==> config.mk <==
export PLATFORM = sky130hd
export DESIGN_NAME = mm_arbiter2
export DESIGN_NICKNAME = d
export VERILOG_FILES = /design/src/rtl/mm_arbiter2.sv
export SDC_FILE = /design/constraint.sdc
export NUM_CORES = 1
export LEC_CHECK = 0
export ABC_CLOCK_PERIOD_IN_PS = 2900
export CAP_MARGIN = 10
export CELL_PAD_IN_SITES_DETAIL_PLACEMENT = 0
export CELL_PAD_IN_SITES_GLOBAL_PLACEMENT = 1
export CORE_MARGIN = 3
export CORE_UTILIZATION = 14
export DETAILED_ROUTE_END_ITERATION = 8
export PLACE_DENSITY_LB_ADDON = 0.15
export SETUP_SLACK_MARGIN = 0.2
export SYNTH_ARGS = -nofsm -noshare
export SYNTH_HDL_FRONTEND = slang
export SYNTH_SLANG_ARGS = --single-unit
export TNS_END_PERCENT = 10
==> constraint.sdc <==
create_clock -name clk_clk -period 2.9 [get_ports clk_clk]
set_clock_uncertainty 0.05 [all_clocks]
set_input_delay 0.58 -clock clk_clk [delete_from_list [all_inputs] [get_ports clk_clk]]
set_output_delay 0.58 -clock clk_clk [all_outputs]
set_load 0.02 [all_outputs]
==> src/rtl/mm_arbiter2.sv <==
// mm_arbiter2 -- two-master, one-slave Avalon-MM arbiter with pipelined reads.
//
// Shares one slave between m0 (JTAG MM bridge) and m1 (core data port).
// A transfer is granted round-robin, then the owner's request is muxed
// straight to the slave until the slave accepts it. Each accepted read
// pushes the owner's id into an in-order tag FIFO, and returning
// s_readdatavalid beats are steered to the master at the FIFO head.
//
// Ports:
//   clk_clk, reset_reset_n         clock, asynchronous active-low reset
//   mN_address/read/write/
//   mN_writedata/byteenable        master N request (held until accepted)
//   mN_waitrequest                 master N stall
//   mN_readdata/readdatavalid      read return (data broadcast to both)
//   s_*                            slave-side Avalon-MM interface
//   err_orphan                     sticky: read data arrived with no tag
//   timeout_err                    sticky: a grant timed out (macro only)
//
// Optional feature macro: MM_ARB_TIMEOUT_EN
//   Abandons a grant after TIMEOUT stalled cycles; an abandoned read is
//   answered later with a synthetic 32'hDEADBEEF beat.
module mm_arbiter2 #(
  parameter int unsigned AW       = 32,
  parameter int unsigned MAX_PEND = 4,
  parameter int unsigned TIMEOUT  = 255
) (
  input  logic          clk_clk,
  input  logic          reset_reset_n,
  input  logic [AW-1:0] m0_address,
  input  logic          m0_read,
  input  logic          m0_write,
  input  logic [31:0]   m0_writedata,
  input  logic [3:0]    m0_byteenable,
  output logic          m0_waitrequest,
  output logic [31:0]   m0_readdata,
  output logic          m0_readdatavalid,
  input  logic [AW-1:0] m1_address,
  input  logic          m1_read,
  input  logic          m1_write,
  input  logic [31:0]   m1_writedata,
  input  logic [3:0]    m1_byteenable,
  output logic          m1_waitrequest,
  output logic [31:0]   m1_readdata,
  output logic          m1_readdatavalid,
  output logic [AW-1:0] s_address,
  output logic          s_read,
  output logic          s_write,
  output logic [31:0]   s_writedata,
  output logic [3:0]    s_byteenable,
  input  logic          s_waitrequest,
  input  logic [31:0]   s_readdata,
  input  logic          s_readdatavalid,
  output logic          err_orphan
`ifdef MM_ARB_TIMEOUT_EN
  ,
  output logic          timeout_err
`endif
);

  localparam int unsigned PW = $clog2(MAX_PEND);
  localparam int unsigned CW = $clog2(MAX_PEND + 1);

  typedef enum logic {IDLE, GRANT} state_e;

  state_e        state_q;
  logic          owner_q;
  logic          last_q;
  logic          err_orphan_q;
  logic [PW-1:0] wr_ptr_q, rd_ptr_q;
  logic [CW-1:0] count_q, count_d;
  logic          tag_id_q [MAX_PEND];

  logic          fifo_full, fifo_empty;
  logic          req0, req1;
  logic          in_grant;
  logic          own_wr, own_rd;
  logic          tmo_hit;
  logic          done, accept;
  logic          owner_wait;
  logic          push, pop, pop_syn, orphan;
  logic          head_id, head_syn;

  assign fifo_full  = (count_q == CW'(MAX_PEND));
  assign fifo_empty = (count_q == '0);

  // A read can only be granted while there is room to tag it.
  assign req0 = m0_write | (m0_read & ~fifo_full);
  assign req1 = m1_write | (m1_read & ~fifo_full);

  assign in_grant = (state_q == GRANT);

  // Write wins when a master asserts both strobes.
  assign own_wr = owner_q ? m1_write : m0_write;
  assign own_rd = (owner_q ? m1_read : m0_read) & ~own_wr;

`ifdef MM_ARB_TIMEOUT_EN
  localparam int unsigned TW = $clog2(TIMEOUT + 1);
  logic [TW-1:0] tmo_cnt_q;
  logic          timeout_err_q;
  logic          tag_syn_q [MAX_PEND];

  assign tmo_hit     = in_grant & (tmo_cnt_q == TW'(TIMEOUT));
  assign head_syn    = tag_syn_q[rd_ptr_q];
  assign timeout_err = timeout_err_q;
`else
  assign tmo_hit  = 1'b0;
  assign head_syn = 1'b0;
`endif

  assign s_address    = owner_q ? m1_address    : m0_address;
  assign s_writedata  = owner_q ? m1_writedata  : m0_writedata;
  assign s_byteenable = owner_q ? m1_byteenable : m0_byteenable;
  assign s_read       = in_grant & own_rd & ~tmo_hit;
  assign s_write      = in_grant & own_wr & ~tmo_hit;

  // A timeout ends the grant even if the slave happens to accept in the
  // same cycle: the strobes are already forced low, so the slave saw nothing.
  assign accept     = in_grant & ~s_waitrequest & ~tmo_hit;
  assign done       = in_grant & (~s_waitrequest | tmo_hit);
  assign owner_wait = s_waitrequest & ~tmo_hit;

  assign m0_waitrequest = (in_grant & ~owner_q) ? owner_wait : 1'b1;
  assign m1_waitrequest = (in_grant &  owner_q) ? owner_wait : 1'b1;

  // Tag FIFO. Synthetic entries pop only on cycles with no real beat; a
  // real beat arriving while a synthetic entry is at the head is an orphan.
  assign head_id = tag_id_q[rd_ptr_q];
  assign push    = done & own_rd;
  assign pop_syn = ~s_readdatavalid & ~fifo_empty & head_syn;
  assign pop     = (s_readdatavalid & ~fifo_empty & ~head_syn) | pop_syn;
  assign orphan  = s_readdatavalid & (fifo_empty | head_syn);

  assign m0_readdatavalid = pop & ~head_id;
  assign m1_readdatavalid = pop &  head_id;
  assign m0_readdata      = pop_syn ? 32'hDEAD_BEEF : s_readdata;
  assign m1_readdata      = pop_syn ? 32'hDEAD_BEEF : s_readdata;
  assign err_orphan       = err_orphan_q;

  always_comb begin
    count_d = count_q;
    if (push && !pop)      count_d = count_q + CW'(1);
    else if (pop && !push) count_d = count_q - CW'(1);
  end

  always_ff @(posedge clk_clk) begin
    if (push) begin
      tag_id_q[wr_ptr_q]  <= owner_q;
`ifdef MM_ARB_TIMEOUT_EN
      tag_syn_q[wr_ptr_q] <= tmo_hit;
`endif
    end
  end

  always_ff @(posedge clk_clk or negedge reset_reset_n) begin
    if (!reset_reset_n) begin
      state_q       <= IDLE;
      owner_q       <= 1'b0;
      last_q        <= 1'b1;
      err_orphan_q  <= 1'b0;
      wr_ptr_q      <= '0;
      rd_ptr_q      <= '0;
      count_q       <= '0;
`ifdef MM_ARB_TIMEOUT_EN
      tmo_cnt_q     <= '0;
      timeout_err_q <= 1'b0;
`endif
    end else begin
      case (state_q)
        IDLE: begin
          if (req0 || req1) begin
            state_q <= GRANT;
            owner_q <= (req0 && req1) ? ~last_q : req1;
`ifdef MM_ARB_TIMEOUT_EN
            tmo_cnt_q <= '0;
`endif
          end
        end
        GRANT: begin
          if (done) begin
            state_q <= IDLE;
            if (accept) last_q <= owner_q;
          end
`ifdef MM_ARB_TIMEOUT_EN
          if (tmo_hit) timeout_err_q <= 1'b1;
          else if (s_waitrequest) tmo_cnt_q <= tmo_cnt_q + TW'(1);
`endif
        end
        default: state_q <= IDLE;
      endcase

      if (push) wr_ptr_q <= wr_ptr_q + PW'(1);
      if (pop)  rd_ptr_q <= rd_ptr_q + PW'(1);
      count_q <= count_d;
      if (orphan) err_orphan_q <= 1'b1;
    end
  end

endmodule

After elaboration in Yosys (flattened, before gate mapping)
Memories as Yosys holds them, arrays and structs flattened.
Index checks and enable logic that the tools add are counted.
W data, S select, Z words.
- add/subtract/negate cells: 4
- equal/unequal tests: 1
- multiplexer cells: 15
- bitwise gates (word level): 23
- reductions and logical operators: 10
- operators by type and width (operator ; count):
    $mux W32 ; 2
    $and A1 B1 Y1 ; 13
    $mux W1 ; 9
    $not A1 Y1 ; 8
    $mux W3 ; 2
    $add A2 B1 Y2 const B ; 2
    $mux W4 ; 1
    $reduce_and A2 Y1 ; 2
    $add A3 B1 Y3 const B ; 1
    $eq A3 B3 Y1 const B ; 1
    $logic_and A1 B1 Y1 ; 3
    $logic_not A3 Y1 ; 1
    $sub A3 B1 Y3 const B ; 1
    $logic_not A1 Y1 ; 2
    $or A1 B1 Y1 ; 2
    $pmux W1 S2 ; 1
    $reduce_bool A2 Y1 ; 1
    $logic_or A1 B1 Y1 ; 1
- register bits: 11
- memory bits (writable): 4
- input bits: 176
- output and inout bits: 139
- word-level logic and storage cells: 61
- memories kept: 1
- memory list (name ; words ; width ; rd ports ; clocked after memory_dff ; wr ports ; RTL line ; source):
    tag_id_q ; 4 ; 1 ; 1 ; 0 ; 1 ; 71 ; logic tag_id_q [MAX_PEND];

Logic depth before layout (Yosys ltp)
Gate-level depths: netlist (run 1).
- depth after elaboration: 8
- gate-level depth with buffers: 8
- mapped depth without buffers: 8

Worst setup path after synthesis (run 1)
OpenSTA, ideal clock, no wires.
- path kind: input-to-reg
- start: input m0_write
- end: register count_q[2]
- library setup time: 0.079 ns
- data arrival time: 2.078 ns
- data required time: 2.771 ns
- slack: 0.692 ns
- stages: 8
- path through: nand4bb_1 > a21oi_2 > ha_1 > inv_1 > fa_1 > xor2_1 > nor2_1 > xor2_1
- longest elaborated chain between the ends: 7
- elaborated cells between the ends (all ways): 9
- those cells by class: mux: 2; bitwise: 3; reduce/logical: 4
- RTL lines (what ; RTL line ; source):
    start, declared ; 31 ; input logic m0_write,
    $mux W1 * ; 93 ; assign own_wr = owner_q ? m1_write : m0_write;
    $not A1 Y1 * ; 94 ; assign own_rd = (owner_q ? m1_read : m0_read) & ~own_wr;
    $and A1 B1 Y1 * ; 94 ;
    $and A1 B1 Y1 * ; 128 ; assign push = done & own_rd;
    net push ; 80 ; logic push, pop, pop_syn, orphan;
    $logic_not A1 Y1 ; 142 ; else if (pop && !push) count_d = count_q - CW'(1);
    $logic_and A1 B1 Y1 ; 142 ;
    $reduce_bool A2 Y1 (no source line) ; - ;
    end signal, assigned ; 193 ; count_q <= count_d;
    end, declared ; 70 ; logic [CW-1:0] count_q, count_d;
Mark *: on every way through the listed nets, which the timed path passes. The rest lies on a longest branch.
A chain may end at the register's enable or synchronous reset.

Final worst setup path (run 1)
- start: input s_readdatavalid
- end: output m0_readdatavalid
- longest elaborated chain between the ends: 2
- RTL lines (what ; RTL line ; source):
    start, declared ; 52 ; input logic s_readdatavalid,
    $and A1 B1 Y1 ; 130 ; assign pop = (s_readdatavalid & ~fifo_empty & ~head_syn) | pop_syn;
    $and A1 B1 Y1 ; 133 ; assign m0_readdatavalid = pop & ~head_id;
    end, declared ; 36 ; output logic m0_readdatavalid,
No other way between the ends.

==> impl_metrics.xml, run 1 <==
<?xml version="1.0" encoding="UTF-8"?>
<metrics>
  <group name="floorplan">
    <metric name="die_w" unit="um">128</metric>
    <metric name="design.core.area" unit="sq mm">0.0146</metric>
    <metric name="pin_count" unit="">315</metric>
    <metric name="rows" unit="">44</metric>
    <metric name="initial_utilization" unit="%">14.3</metric>
    <metric name="design.die.area" unit="sq mm">0.0164</metric>
    <metric name="vertical_die_dimension" unit="um">128</metric>
  </group>
  <group name="timing">
    <metric name="report.final.setup_viol" unit="">0</metric>
    <metric name="share_of_the_clock_period_used_by_the_worst_path" unit="%">91.2</metric>
    <metric name="finalWorstSetupSlack" unit="ps">254</metric>
    <metric name="setup_repair_after_global_routing_missed_its_margin" unit="">yes</metric>
    <metric name="layout_min_cycle_time" unit="ps">2650</metric>
    <metric name="final-max-slew-violation-count" unit="">0</metric>
    <metric name="timing.final.hold_violations" unit="">0</metric>
    <metric name="timing_worst_slew_pin_value" unit="ps">541</metric>
    <metric name="tns" unit="ps">0</metric>
    <metric name="slew_headroom" unit="%">63.8</metric>
    <metric name="timing.fmax" unit="MHz">378</metric>
  </group>
  <group name="critical_path">
    <metric name="rrSetupSlack" unit="ps">540</metric>
    <metric name="path_class" unit="">in2out</metric>
    <metric name="critPathArrivalTime" unit="ps">2020</metric>
    <metric name="rr_endpoint" unit="">count_q[2]$_DFFE_PN0P_</metric>
    <metric name="start_kind" unit="">input pin</metric>
    <metric name="cp_data_required_time" unit="ps">2270</metric>
    <metric name="timing.rr.start" unit="">owner_q$_DFFE_PN0P_</metric>
    <metric name="worstSetupEndpointType" unit="">output port</metric>
    <metric name="critPathMaxFanout" unit="">4</metric>
    <metric name="worst-r2r-cell-count" unit="">9</metric>
  </group>
  <group name="clocking">
    <metric name="cts_inserted_buffers" unit="">3</metric>
    <metric name="clkTransAtPathRegs" unit="ps">50</metric>
    <metric name="tritoncts" unit="">done</metric>
    <metric name="ctsRootBufferMaster" unit="">clkbuf_16</metric>
    <metric name="clock_latency" unit="ps">240</metric>
    <metric name="number_of_buffers_on_the_longest_clock_path" unit="">2</metric>
    <metric name="cts_max_level" unit="">1</metric>
    <metric name="cts.sink_count" unit="">15</metric>
  </group>
  <group name="final_layout">
    <metric name="design.final.nets" unit="">549</metric>
    <metric name="layout-drive-gt1-share" unit="%">6.28</metric>
    <metric name="final_core_utilization" unit="%">28.5</metric>
    <metric name="final_area" unit="sq mm">0.00416</metric>
    <metric name="area_growth" unit="%">99.3</metric>
    <metric name="diodes" unit="">0</metric>
  </group>
  <group name="drt">
    <metric name="detail-route-antenna-nets" unit="">0</metric>
    <metric name="routed_wirelength" unit="um">9720</metric>
    <metric name="route.detailed.drc" unit="">0</metric>
    <metric name="via_per_inst" unit="">3.71</metric>
    <metric name="drt_pass_1_iters" unit="">4</metric>
    <metric name="dr.first_iter.drc_count" unit="">40</metric>
    <metric name="vias" unit="">2041</metric>
    <metric name="detailed_route_wire_length_per_cell" unit="um">17.7</metric>
  </group>
  <group name="synthesis">
    <metric name="postSynthNetCount" unit="">388</metric>
    <metric name="most_frequently_used_flop_master_after_synthesis" unit="">dfrtp_1</metric>
    <metric name="synth-seq-cells" unit="">15</metric>
    <metric name="syn_avg_cell_area" unit="sq um">10.1</metric>
    <metric name="synthArstFlopShare" unit="%">73.3</metric>
    <metric name="post_synth_instance_area" unit="sq mm">0.00209</metric>
    <metric name="synth-seq-area-share" unit="%">19.0</metric>
    <metric name="yosys_warnings" unit="">0</metric>
    <metric name="synth_enable_flop_cells" unit="">4</metric>
    <metric name="synth.distinct_cells" unit="">31</metric>
    <metric name="postSynthCellCount" unit="">206</metric>
  </group>
  <group name="global_routing">
    <metric name="global_route_wire_length_before_repair" unit="um">13700</metric>
    <metric name="antenna_violations_before_repair" unit="">0</metric>
    <metric name="grt_overflow" unit="">0</metric>
    <metric name="pin_count_of_the_biggest_net_entering_global_routing" unit="">25</metric>
    <metric name="vias_in_the_first_global_route" unit="">2158</metric>
    <metric name="globalRouteTotalUtil" unit="%">10.9</metric>
  </group>
  <group name="pwr">
    <metric name="vdd_ir_max" unit="mV">0.231</metric>
    <metric name="p_leak" unit="nW">1.56</metric>
    <metric name="cellPowerDensity" unit="mW/mm^2">697</metric>
    <metric name="power.total" unit="mW">2.90</metric>
  </group>
  <group name="run">
    <metric name="drv.max_cap_violation_count" unit="">0</metric>
  </group>
  <group name="placement">
    <metric name="dp_hpwl" unit="um">8460</metric>
    <metric name="portBuffers" unit="">218</metric>
    <metric name="globalplace.congestion" unit="">0.744</metric>
    <metric name="pre_cts_ws" unit="ps">186</metric>
    <metric name="dpl_cell_area" unit="sq mm">0.00405</metric>
  </group>
  <group name="run_status">
    <metric name="outcome" unit="">complete, no violations</metric>
  </group>
  <group name="min_path">
    <metric name="holdPathStages" unit="">1</metric>
    <metric name="min-delay-start" unit="">err_orphan$_DFFE_PN0P_</metric>
    <metric name="min_delay_path_class" unit="">reg2reg</metric>
    <metric name="worstHoldEndpoint" unit="">err_orphan$_DFFE_PN0P_</metric>
  </group>
</metrics>
-- state kept, by name (all words and copies together) (netlist names) --
register,flops
err_orphan,1
last_q,1
in_grant,1
count_q,3
wr_ptr_q,2
owner_q,1
rd_ptr_q,2
tag_id_q,4
-- stage by stage --
stage	std cells	hold WS, ps
after floorplan	206	234
after global placement	541	394
after detailed placement	541	427
after CTS	545	438
after global routing	550	443
final	550	422
-- critical path, cell delays in order --
cell and delay (ps):
clkdlybuf4s50_1 510, nand2b_1 160, nor2_1 150, clkdlybuf4s50_1 610
-- cells in the final DEF, fill, tap and decap left out, types with 2 or more instances in the layout --
cell	instances
edfxtp_1	4
clkdlybuf4s50_1	217
buf_4	8
xnor2_1	4
dfrtp_1	9
clkbuf_16	3
nand2_1	2
inv_1	5
xor2_1	2
a21oi_1	2
nand2b_1	2
buf_12	2
mux2_2	4
nor2_1	4
ha_1	5
mux2_1	66
a21o_1	2
a31oi_1	2
and2_1	4
nor2b_1	3
-- worst max-delay path by stage --
| stage | from | endpoint | slack [ps] | depth (start not counted) |
|---|---|---|---|---|
| 2_1_floorplan | m0_write | count_q[2]$_DFFE_PN0P_ | 690 | 8 |
| 3_3_place_gp | m0_write | s_read | 190 | 4 |
| 3_5_place_dp | m0_write | s_read | 190 | 4 |
| 4_1_cts | owner_q$_DFFE_PN0P_ | s_address[20] | 200 | 3 |
| 5_1_grt | s_readdatavalid | m0_readdatavalid | 160 | 4 |
| 6_report | s_readdatavalid | m0_readdatavalid | 250 | 4 |
-- final cells by class --
cell class / instances / area (sq um)
sequential: 15 / 400
multi-input combinational: 114 / 1150
inverter: 5 / 18.8
tap: 184 / 230
fill: 1544 / 10400
clock buffer: 4 / 78.8
timing repair buffer: 228 / 2280
-- metal layers --
| metal | share of wire [%] | track usage, % | up-vias |
|---|---|---|---|
| li1 | - | - | 967 |
| met3 | 11 | 4.13 | 13 |
| met5 | 0 | 0 | - |
| met4 | 0.76 | 1.50 | 0 |
| met2 | 52 | 20.4 | 141 |
| met1 | 36 | 12.0 | 920 |
-- Yosys cell counts (all sizes together) (2+ instances only) --
cell type,n,area share [%]
inv,5,0.90
a21oi,3,0.90
ha,5,3.0
nor2b,3,0.90
edfxtp,4,5.8
xor2,2,0.84
a21o,2,0.72
and2,4,1.2
xnor2,4,1.7
mux2,70,38
dfrtp,10,12
buf,72,25
nand2b,2,0.60
a31oi,2,0.60
nand2,2,0.36
nor2,4,0.72
-- power breakdown --
group          switching (mW)  total, mW  internal, mW
sequential              0.106      0.419         0.314
combinational            1.02       2.22          1.20
clock                  0.0780      0.264         0.186
-- logic make-up after synthesis --
group           after synthesis  share of synthesized area, %
flops                        15                          19.0
xor+xnor                      6                          2.52
mux                          72                          39.3
fa+ha+maj                     6                          3.95
simple gates                 20                          5.87
compound gates               10                          3.53
buf+inv                      77                          25.8
-- what timing repair did --
item,in CTS,in global routing
endpoints found under the setup margin,1,19
hold buffers,0,0
cloned,0,0
resized for setup,1,0
setup buffers,0,5
No activity file was read; power rests on OpenSTA's default activity.
==> run 2: changes to the inputs <==
- ABC_AREA: unset -> 1
- CORE_MARGIN: 3 -> unset
- CORE_UTILIZATION: 14 -> 13
- CTS_BUF_LIST: unset -> sky130_fd_sc_hd__clkbuf_8 sky130_fd_sc_hd__clkbuf_16
==> run 2 against run 1 <==
Effect of this change:
- sequential cell count unchanged
- clock-buffer cell count decreased by 1
- critical path depth rose by 1
- critical endpoint is now m1_waitrequest
- largest power group unchanged
==> impl_metrics.xml, run 2 <==
<?xml version="1.0" encoding="UTF-8"?>
<metrics>
  <group name="critical_path">
    <metric name="cp_data_required_time" unit="ps">2270</metric>
    <metric name="timing.critical_path.buf_inv" unit="">3</metric>
    <metric name="path_class" unit="">in2out</metric>
    <metric name="start_kind" unit="">input pin</metric>
    <metric name="critPathMaxStageDelay" unit="ps">640</metric>
    <metric name="critical_path.most_common_cell" unit="">clkdlybuf4s50_1</metric>
    <metric name="worst-r2r-cell-count" unit="">11</metric>
    <metric name="critical_path.top_delay_family" unit="">buffers and inverters</metric>
    <metric name="timing.rr.start" unit="">owner_q$_DFFE_PN0P_</metric>
    <metric name="crit_path_cell_trace" unit="">clkdlybuf4s50_1 -&gt; nor2_1 -&gt; buf_4 -&gt; nand2_1 -&gt; clkdlybuf4s50_1</metric>
    <metric name="cp_num_cells" unit="">5</metric>
    <metric name="endpoint" unit="">m1_waitrequest</metric>
    <metric name="timing.critical_path.from" unit="">s_waitrequest</metric>
    <metric name="critical-path-slowest-cell" unit="">clkdlybuf4s50_1</metric>
    <metric name="rr_endpoint" unit="">count_q[2]$_DFFE_PN0P_</metric>
    <metric name="critPathArrivalTime" unit="ps">2000</metric>
    <metric name="critPathMaxFanout" unit="">4</metric>
    <metric name="rrSetupSlack" unit="ps">690</metric>
    <metric name="worstSetupEndpointType" unit="">output port</metric>
  </group>
  <group name="drt">
    <metric name="detail-route-antenna-nets" unit="">0</metric>
    <metric name="via_per_inst" unit="">3.47</metric>
    <metric name="detailed_route_wire_length_per_cell" unit="um">12.9</metric>
    <metric name="routed_wirelength" unit="um">9520</metric>
    <metric name="vias" unit="">2557</metric>
    <metric name="drt_pass_1_iters" unit="">4</metric>
    <metric name="route.detailed.drc" unit="">0</metric>
    <metric name="dr.first_iter.drc_count" unit="">66</metric>
  </group>
  <group name="placement">
    <metric name="portBuffers" unit="">218</metric>
    <metric name="placedCellCount" unit="">732</metric>
    <metric name="globalplace.congestion" unit="">0.746</metric>
    <metric name="dp_hpwl" unit="um">8150</metric>
    <metric name="pre_cts_ws" unit="ps">161</metric>
    <metric name="dpl_cell_area" unit="sq mm">0.00410</metric>
  </group>
  <group name="timing">
    <metric name="timing.fmax" unit="MHz">381</metric>
    <metric name="timing.final.hold_violations" unit="">0</metric>
    <metric name="report.final.setup_viol" unit="">0</metric>
    <metric name="tns" unit="ps">0</metric>
    <metric name="final-max-slew-violation-count" unit="">0</metric>
    <metric name="setup_repair_after_global_routing_missed_its_margin" unit="">yes</metric>
    <metric name="share_of_the_clock_period_used_by_the_worst_path" unit="%">90.5</metric>
    <metric name="timing_worst_slew_pin_value" unit="ps">528</metric>
    <metric name="slew_headroom" unit="%">64.7</metric>
    <metric name="finalWorstSetupSlack" unit="ps">274</metric>
    <metric name="layout_min_cycle_time" unit="ps">2630</metric>
  </group>
  <group name="synthesis">
    <metric name="yosys-top-cells-area" unit="">nand2_1 (40%), buf_4 (23%), dfrtp_1 (12%), edfxtp_1 (5.7%), ha_1 (3.0%)</metric>
    <metric name="yosys_warnings" unit="">0</metric>
    <metric name="synth_enable_flop_cells" unit="">4</metric>
    <metric name="synth-seq-area-share" unit="%">18.8</metric>
    <metric name="postSynthNetCount" unit="">552</metric>
    <metric name="synth-seq-cells" unit="">15</metric>
    <metric name="synth.distinct_cells" unit="">25</metric>
    <metric name="most_frequently_used_flop_master_after_synthesis" unit="">dfrtp_1</metric>
    <metric name="yosys.area.top_type_share" unit="%">39.8</metric>
    <metric name="synthMostInstantiatedCell" unit="">nand2_1</metric>
    <metric name="yosys-top-cells-count" unit="">nand2_1 (224), buf_4 (64), clkbuf_1 (12), nor2_1 (12), inv_1 (11)</metric>
    <metric name="postSynthCellCount" unit="">370</metric>
    <metric name="synthArstFlopShare" unit="%">73.3</metric>
    <metric name="syn_avg_cell_area" unit="sq um">5.71</metric>
    <metric name="post_synth_instance_area" unit="sq mm">0.00211</metric>
    <metric name="synthDominantAreaCellType" unit="">nand2_1</metric>
  </group>
  <group name="run_status">
    <metric name="outcome" unit="">complete, no violations</metric>
  </group>
  <group name="final_layout">
    <metric name="diodes" unit="">0</metric>
    <metric name="final_cell_mix" unit="">nand2_1 (224), clkdlybuf4s50_1 (217), nor2_1 (12)</metric>
    <metric name="final_core_utilization" unit="%">26.3</metric>
    <metric name="largest_register_ffs" unit="">4</metric>
    <metric name="stdcell_count" unit="">736</metric>
    <metric name="layout-drive-gt1-share" unit="%">4.04</metric>
    <metric name="largest_registers" unit="">tag_id_q: 4 flops, count_q: 3 flops</metric>
    <metric name="area_growth" unit="%">97.9</metric>
    <metric name="max_flop_register" unit="">tag_id_q</metric>
    <metric name="leading_cell_type_in_the_layout_fill_and_taps_excluded" unit="">nand2_1</metric>
    <metric name="design.final.nets" unit="">703</metric>
    <metric name="final_area" unit="sq mm">0.00418</metric>
  </group>
  <group name="clocking">
    <metric name="cts_inserted_buffers" unit="">3</metric>
    <metric name="cts_hold_buffers" unit="">0</metric>
    <metric name="tritoncts" unit="">done</metric>
    <metric name="clkTransAtPathRegs" unit="ps">50</metric>
    <metric name="ctsRootBufferMaster" unit="">clkbuf_16</metric>
    <metric name="clock_latency" unit="ps">250</metric>
    <metric name="cts.sink_count" unit="">15</metric>
    <metric name="cts_max_level" unit="">1</metric>
    <metric name="number_of_buffers_on_the_longest_clock_path" unit="">2</metric>
  </group>
  <group name="floorplan">
    <metric name="initial_utilization" unit="%">13.3</metric>
    <metric name="pin_count" unit="">315</metric>
    <metric name="die_w" unit="um">130</metric>
    <metric name="design.die.area" unit="sq mm">0.0168</metric>
    <metric name="design.core.area" unit="sq mm">0.0159</metric>
    <metric name="vertical_die_dimension" unit="um">130</metric>
    <metric name="rows" unit="">46</metric>
  </group>
  <group name="pwr">
    <metric name="p_leak" unit="nW">1.91</metric>
    <metric name="vdd_ir_max" unit="mV">0.264</metric>
    <metric name="cellPowerDensity" unit="mW/mm^2">834</metric>
  </group>
  <group name="run">
    <metric name="drv.max_cap_violation_count" unit="">0</metric>
  </group>
  <group name="global_routing">
    <metric name="globalRouteTotalUtil" unit="%">10.7</metric>
    <metric name="global_route_wire_length_before_repair" unit="um">13500</metric>
    <metric name="pin_count_of_the_biggest_net_entering_global_routing" unit="">45</metric>
    <metric name="vias_in_the_first_global_route" unit="">2478</metric>
    <metric name="grt_overflow" unit="">0</metric>
    <metric name="antenna_violations_before_repair" unit="">0</metric>
  </group>
  <group name="min_path">
    <metric name="min_delay_path_class" unit="">reg2reg</metric>
  </group>
</metrics>
[run 2: changes by cell type in the layout (fill, tap and decap cells not counted), moves of 3 or more]
cell / before / now
nor2b_1: 3 / 0
inv_1: 5 / 11
buf_4: 8 / 4
and2_1: 4 / 0
nand2_1: 2 / 224
mux2_2: 4 / 1
nor2_1: 4 / 12
a21oi_1: 2 / 6
mux2_1: 66 / 0
xnor2_1: 4 / 1
[run 2: power by group]
group / leakage, nW / internal [mW] / total (mW) / switching, mW
logic: 1.71 / 1.27 / 2.83 / 1.56
clock network: 0.0371 / 0.186 / 0.274 / 0.0883
registers: 0.160 / 0.316 / 0.386 / 0.0703
[run 2: cells by family after synthesis]
family	after synthesis	share of synthesized area, %
muxes	1	0.533
DFF	15	18.8
buffers and inverters	92	28.2
and+or+nand+nor	240	43.6
xor gates and xnor gates	4	1.66
adders and majority gates	6	3.91
AOI/OAI and AO/OA	12	3.37
[run 2: metal layers]
metal  vias up  routed length (um)  global-route usage [%]  part of all wire, %
li1       1342                   -                       -                    -
met1      1069                3290                    10.8                   35
met2       142                5280                    20.7                   55
met3         4                 916                    4.54                  9.6
met4         0                  29                    1.30                 0.30
met5         -                   0                       0                    0
[run 2: worst min-delay path by stage]
stage	startpoint	slack (ps)	to	depth (start not counted)
after floorplan	reset_reset_n	230	count_q[0]$_DFFE_PN0P_	0
after global placement	err_orphan$_DFFE_PN0P_	400	err_orphan$_DFFE_PN0P_	1
after detailed placement	err_orphan$_DFFE_PN0P_	420	err_orphan$_DFFE_PN0P_	1
after CTS	err_orphan$_DFFE_PN0P_	430	err_orphan$_DFFE_PN0P_	1
after global routing	err_orphan$_DFFE_PN0P_	440	err_orphan$_DFFE_PN0P_	1
final	err_orphan$_DFFE_PN0P_	420	err_orphan$_DFFE_PN0P_	1
[run 2: layout make-up]
cell class	count	area [sq um]
clock buffer	3	75.1
multi-input combinational	263	1120
sequential	15	398
tap	216	270
inverter	13	50.0
fill	1778	11700
clock inverter	1	7.51
timing repair buffer	225	2260
[run 2: worst register-to-register path, stage by stage, from the launching register on]
cell and delay (ps):
dfrtp_2 440, inv_2 240, nand2_1 90, nand2_1 130
nand3_4 90, clkinv_2 80, ha_1 140, inv_1 60
fa_1 370, a21oi_1 140, o21ai_0 110, xor2_1 150
[run 2: repair_timing]
item	4_1_cts	5_1_grt
gates resized for setup	1	1
gates cloned	0	0
setup endpoints to repair	1	10
buffers inserted	0	0
[run 2: per-stage QoR]
stage          hold slack (ps)  total power, mW
4_1_cts                    429             3.57
5_1_grt                    441             3.79
3_3_place_gp               405             3.28
6_report                   423             3.49
3_5_place_dp               418             3.27
2_1_floorplan              234             1.97
==> run 3: changes to the inputs <==
- RECOVER_POWER: unset -> 100
==> run 3 against run 2 <==
Effect of this change:
- sequential cell count did not move
- largest cell class unchanged
- routed wire length about the same
- cell area decreased by 0.51%
- critical endpoint unchanged
- global-route usage is the same
- final cell count unchanged
- die area stayed put
==> impl_metrics.xml, run 3 (synthesis results as in run 2) <==
<?xml version="1.0" encoding="UTF-8"?>
<metrics>
  <group name="pwr">
    <metric name="switching_share" unit="%">51.2</metric>
    <metric name="share_seq_of_total_power" unit="%">11.6</metric>
    <metric name="power.total" unit="mW">3.30</metric>
    <metric name="switchingPower" unit="mW">1.69</metric>
    <metric name="p_leak" unit="nW">1.94</metric>
    <metric name="power.share.combinational" unit="%">80.1</metric>
    <metric name="vdd_ir_max" unit="mV">0.263</metric>
    <metric name="cellPowerDensity" unit="mW/mm^2">793</metric>
    <metric name="pwr-share-clk" unit="%">8.3</metric>
    <metric name="internal_power" unit="mW">1.61</metric>
  </group>
  <group name="clocking">
    <metric name="cts_max_level" unit="">1</metric>
    <metric name="tritoncts" unit="">done</metric>
    <metric name="cts_inserted_buffers" unit="">3</metric>
    <metric name="clock_latency" unit="ps">250</metric>
    <metric name="clkTransAtPathRegs" unit="ps">50</metric>
    <metric name="ctsRootBufferMaster" unit="">clkbuf_16</metric>
    <metric name="number_of_buffers_on_the_longest_clock_path" unit="">2</metric>
    <metric name="cts.sink_count" unit="">15</metric>
  </group>
  <group name="final_layout">
    <metric name="area_growth" unit="%">96.9</metric>
    <metric name="final_area" unit="sq mm">0.00416</metric>
    <metric name="largest_registers" unit="">tag_id_q: 4 flops, count_q: 3 flops</metric>
    <metric name="final_cell_mix" unit="">nand2_1 (224), clkdlybuf4s50_1 (145), dlygate4sd3_1 (72)</metric>
    <metric name="ff_latch_area" unit="sq um">397</metric>
    <metric name="stdcell_count" unit="">736</metric>
    <metric name="leading_cell_type_in_the_layout_fill_and_taps_excluded" unit="">nand2_1</metric>
    <metric name="layout-drive-gt1-share" unit="%">3.27</metric>
    <metric name="diodes" unit="">0</metric>
    <metric name="design.final.nets" unit="">703</metric>
    <metric name="max_flop_register" unit="">tag_id_q</metric>
    <metric name="largest_register_ffs" unit="">4</metric>
    <metric name="multi_input_area" unit="sq mm">0.00110</metric>
    <metric name="layout.filler_cells" unit="">1781</metric>
  </group>
  <group name="timing">
    <metric name="slew_headroom" unit="%">64.3</metric>
    <metric name="report.final.setup_viol" unit="">0</metric>
    <metric name="tns" unit="ps">0</metric>
    <metric name="timing.fmax" unit="MHz">361</metric>
    <metric name="setup_repair_after_global_routing_missed_its_margin" unit="">yes</metric>
    <metric name="final-max-slew-violation-count" unit="">0</metric>
    <metric name="timing_worst_slew_pin_value" unit="ps">533</metric>
    <metric name="layout_min_cycle_time" unit="ps">2770</metric>
    <metric name="timing.final.hold_violations" unit="">0</metric>
    <metric name="share_of_the_clock_period_used_by_the_worst_path" unit="%">95.4</metric>
  </group>
  <group name="run">
    <metric name="drv.max_cap_violation_count" unit="">0</metric>
  </group>
  <group name="critical_path">
    <metric name="start_kind" unit="">input pin</metric>
    <metric name="path_class" unit="">in2out</metric>
    <metric name="cp_data_required_time" unit="ps">2270</metric>
    <metric name="critical_path.most_common_cell" unit="">dlygate4sd3_1</metric>
    <metric name="critPathMaxStageDelay" unit="ps">680</metric>
    <metric name="timing.critical_path.buf_inv" unit="">3</metric>
    <metric name="critPathMaxFanout" unit="">4</metric>
    <metric name="critPathArrivalTime" unit="ps">2140</metric>
    <metric name="critical-path-slowest-cell" unit="">dlygate4sd3_1</metric>
    <metric name="crit_path_cell_trace" unit="">dlygate4sd3_1 -&gt; nor2_1 -&gt; buf_4 -&gt; nand2_1 -&gt; dlygate4sd3_1</metric>
    <metric name="critical_path.top_delay_family" unit="">buffers and inverters</metric>
    <metric name="worstSetupEndpointType" unit="">output port</metric>
  </group>
  <group name="drt">
    <metric name="vias" unit="">2566</metric>
    <metric name="dr.first_iter.drc_count" unit="">61</metric>
    <metric name="routed_wirelength" unit="um">9510</metric>
    <metric name="detail-route-antenna-nets" unit="">0</metric>
    <metric name="route.detailed.drc" unit="">0</metric>
    <metric name="drt_pass_1_iters" unit="">4</metric>
    <metric name="via_per_inst" unit="">3.49</metric>
    <metric name="detailed_route_wire_length_per_cell" unit="um">12.9</metric>
  </group>
  <group name="floorplan">
    <metric name="vertical_die_dimension" unit="um">130</metric>
    <metric name="die_w" unit="um">130</metric>
    <metric name="rows" unit="">46</metric>
    <metric name="design.core.area" unit="sq mm">0.0159</metric>
    <metric name="pin_count" unit="">315</metric>
    <metric name="design.die.area" unit="sq mm">0.0168</metric>
    <metric name="initial_utilization" unit="%">13.3</metric>
  </group>
  <group name="placement">
    <metric name="globalplace.congestion" unit="">0.746</metric>
    <metric name="portBuffers" unit="">218</metric>
    <metric name="dp_hpwl" unit="um">8150</metric>
    <metric name="dpl_cell_area" unit="sq mm">0.00410</metric>
    <metric name="placedCellCount" unit="">732</metric>
  </group>
  <group name="global_routing">
    <metric name="grt_overflow" unit="">0</metric>
    <metric name="vias_in_the_first_global_route" unit="">2478</metric>
    <metric name="globalRouteTotalUtil" unit="%">10.7</metric>
    <metric name="global_route_wire_length_before_repair" unit="um">13500</metric>
    <metric name="pin_count_of_the_biggest_net_entering_global_routing" unit="">45</metric>
    <metric name="antenna_violations_before_repair" unit="">0</metric>
  </group>
  <group name="min_path">
    <metric name="min_delay_path_class" unit="">reg2reg</metric>
  </group>
  <group name="run_status">
    <metric name="outcome" unit="">complete, no violations</metric>
  </group>
</metrics>
[run 3: layout make-up]
cell class | instances | share of cell area (%)
Sequential cell | 15 | 9.53
Inverter | 13 | 1.20
Multi-Input combinational cell | 263 | 26.5
Clock buffer | 3 | 1.80
Tap cell | 216 | 6.49
Timing Repair Buffer | 225 | 54.3
Clock inverter | 1 | 0.180
[run 3: final timing paths]
check / start / slack, ps / cells after the start / endpoint
worst max-delay path: s_waitrequest / 130 / 5 / m1_waitrequest
worst min-delay path: err_orphan$_DFFE_PN0P_ / 420 / 1 / err_orphan$_DFFE_PN0P_
worst max register to register: owner_q$_DFFE_PN0P_ / 480 / 10 / count_q[2]$_DFFE_PN0P_
worst min register to register: err_orphan$_DFFE_PN0P_ / 420 / 1 / err_orphan$_DFFE_PN0P_
max in group asynchronous: reset_reset_n / 1740 / 1 / last_q$_DFFE_PN1P_
min in group asynchronous: reset_reset_n / 700 / 1 / count_q[0]$_DFFE_PN0P_
[run 3: metrics by stage]
step	setup slack [ps]	utilization (%)	hold slack, ps
after floorplan	711	-	234
after global placement	160	25.8	405
after detailed placement	161	25.8	418
after CTS	261	26.3	429
after global routing	93.0	26.2	435
final	133	26.2	416
[run 3: timing repair]
| item | CTS | global route |
|---|---|---|
| hold buffers | 0 | 0 |
| resized for setup | 1 | 1 |
| setup buffers | 0 | 0 |
| setup endpoints to repair | 1 | 10 |
[run 3: routing by layer]
metal	up-vias	GRT usage, %	wire, um
met3	4	4.54	889
met1	1079	10.8	3330
li1	1342	-	-
met2	141	20.7	5270
met5	-	0	0
met4	0	1.30	29
[run 3: power groups by stage]
stage	Sequential (mW)	Combinational, mW	Clock [mW]
floorplan	0.378	1.59	0
global placement	0.387	2.89	0
detailed placement	0.389	2.88	0
CTS	0.387	2.89	0.285
global route	0.400	2.91	0.300
finish	0.384	2.65	0.274
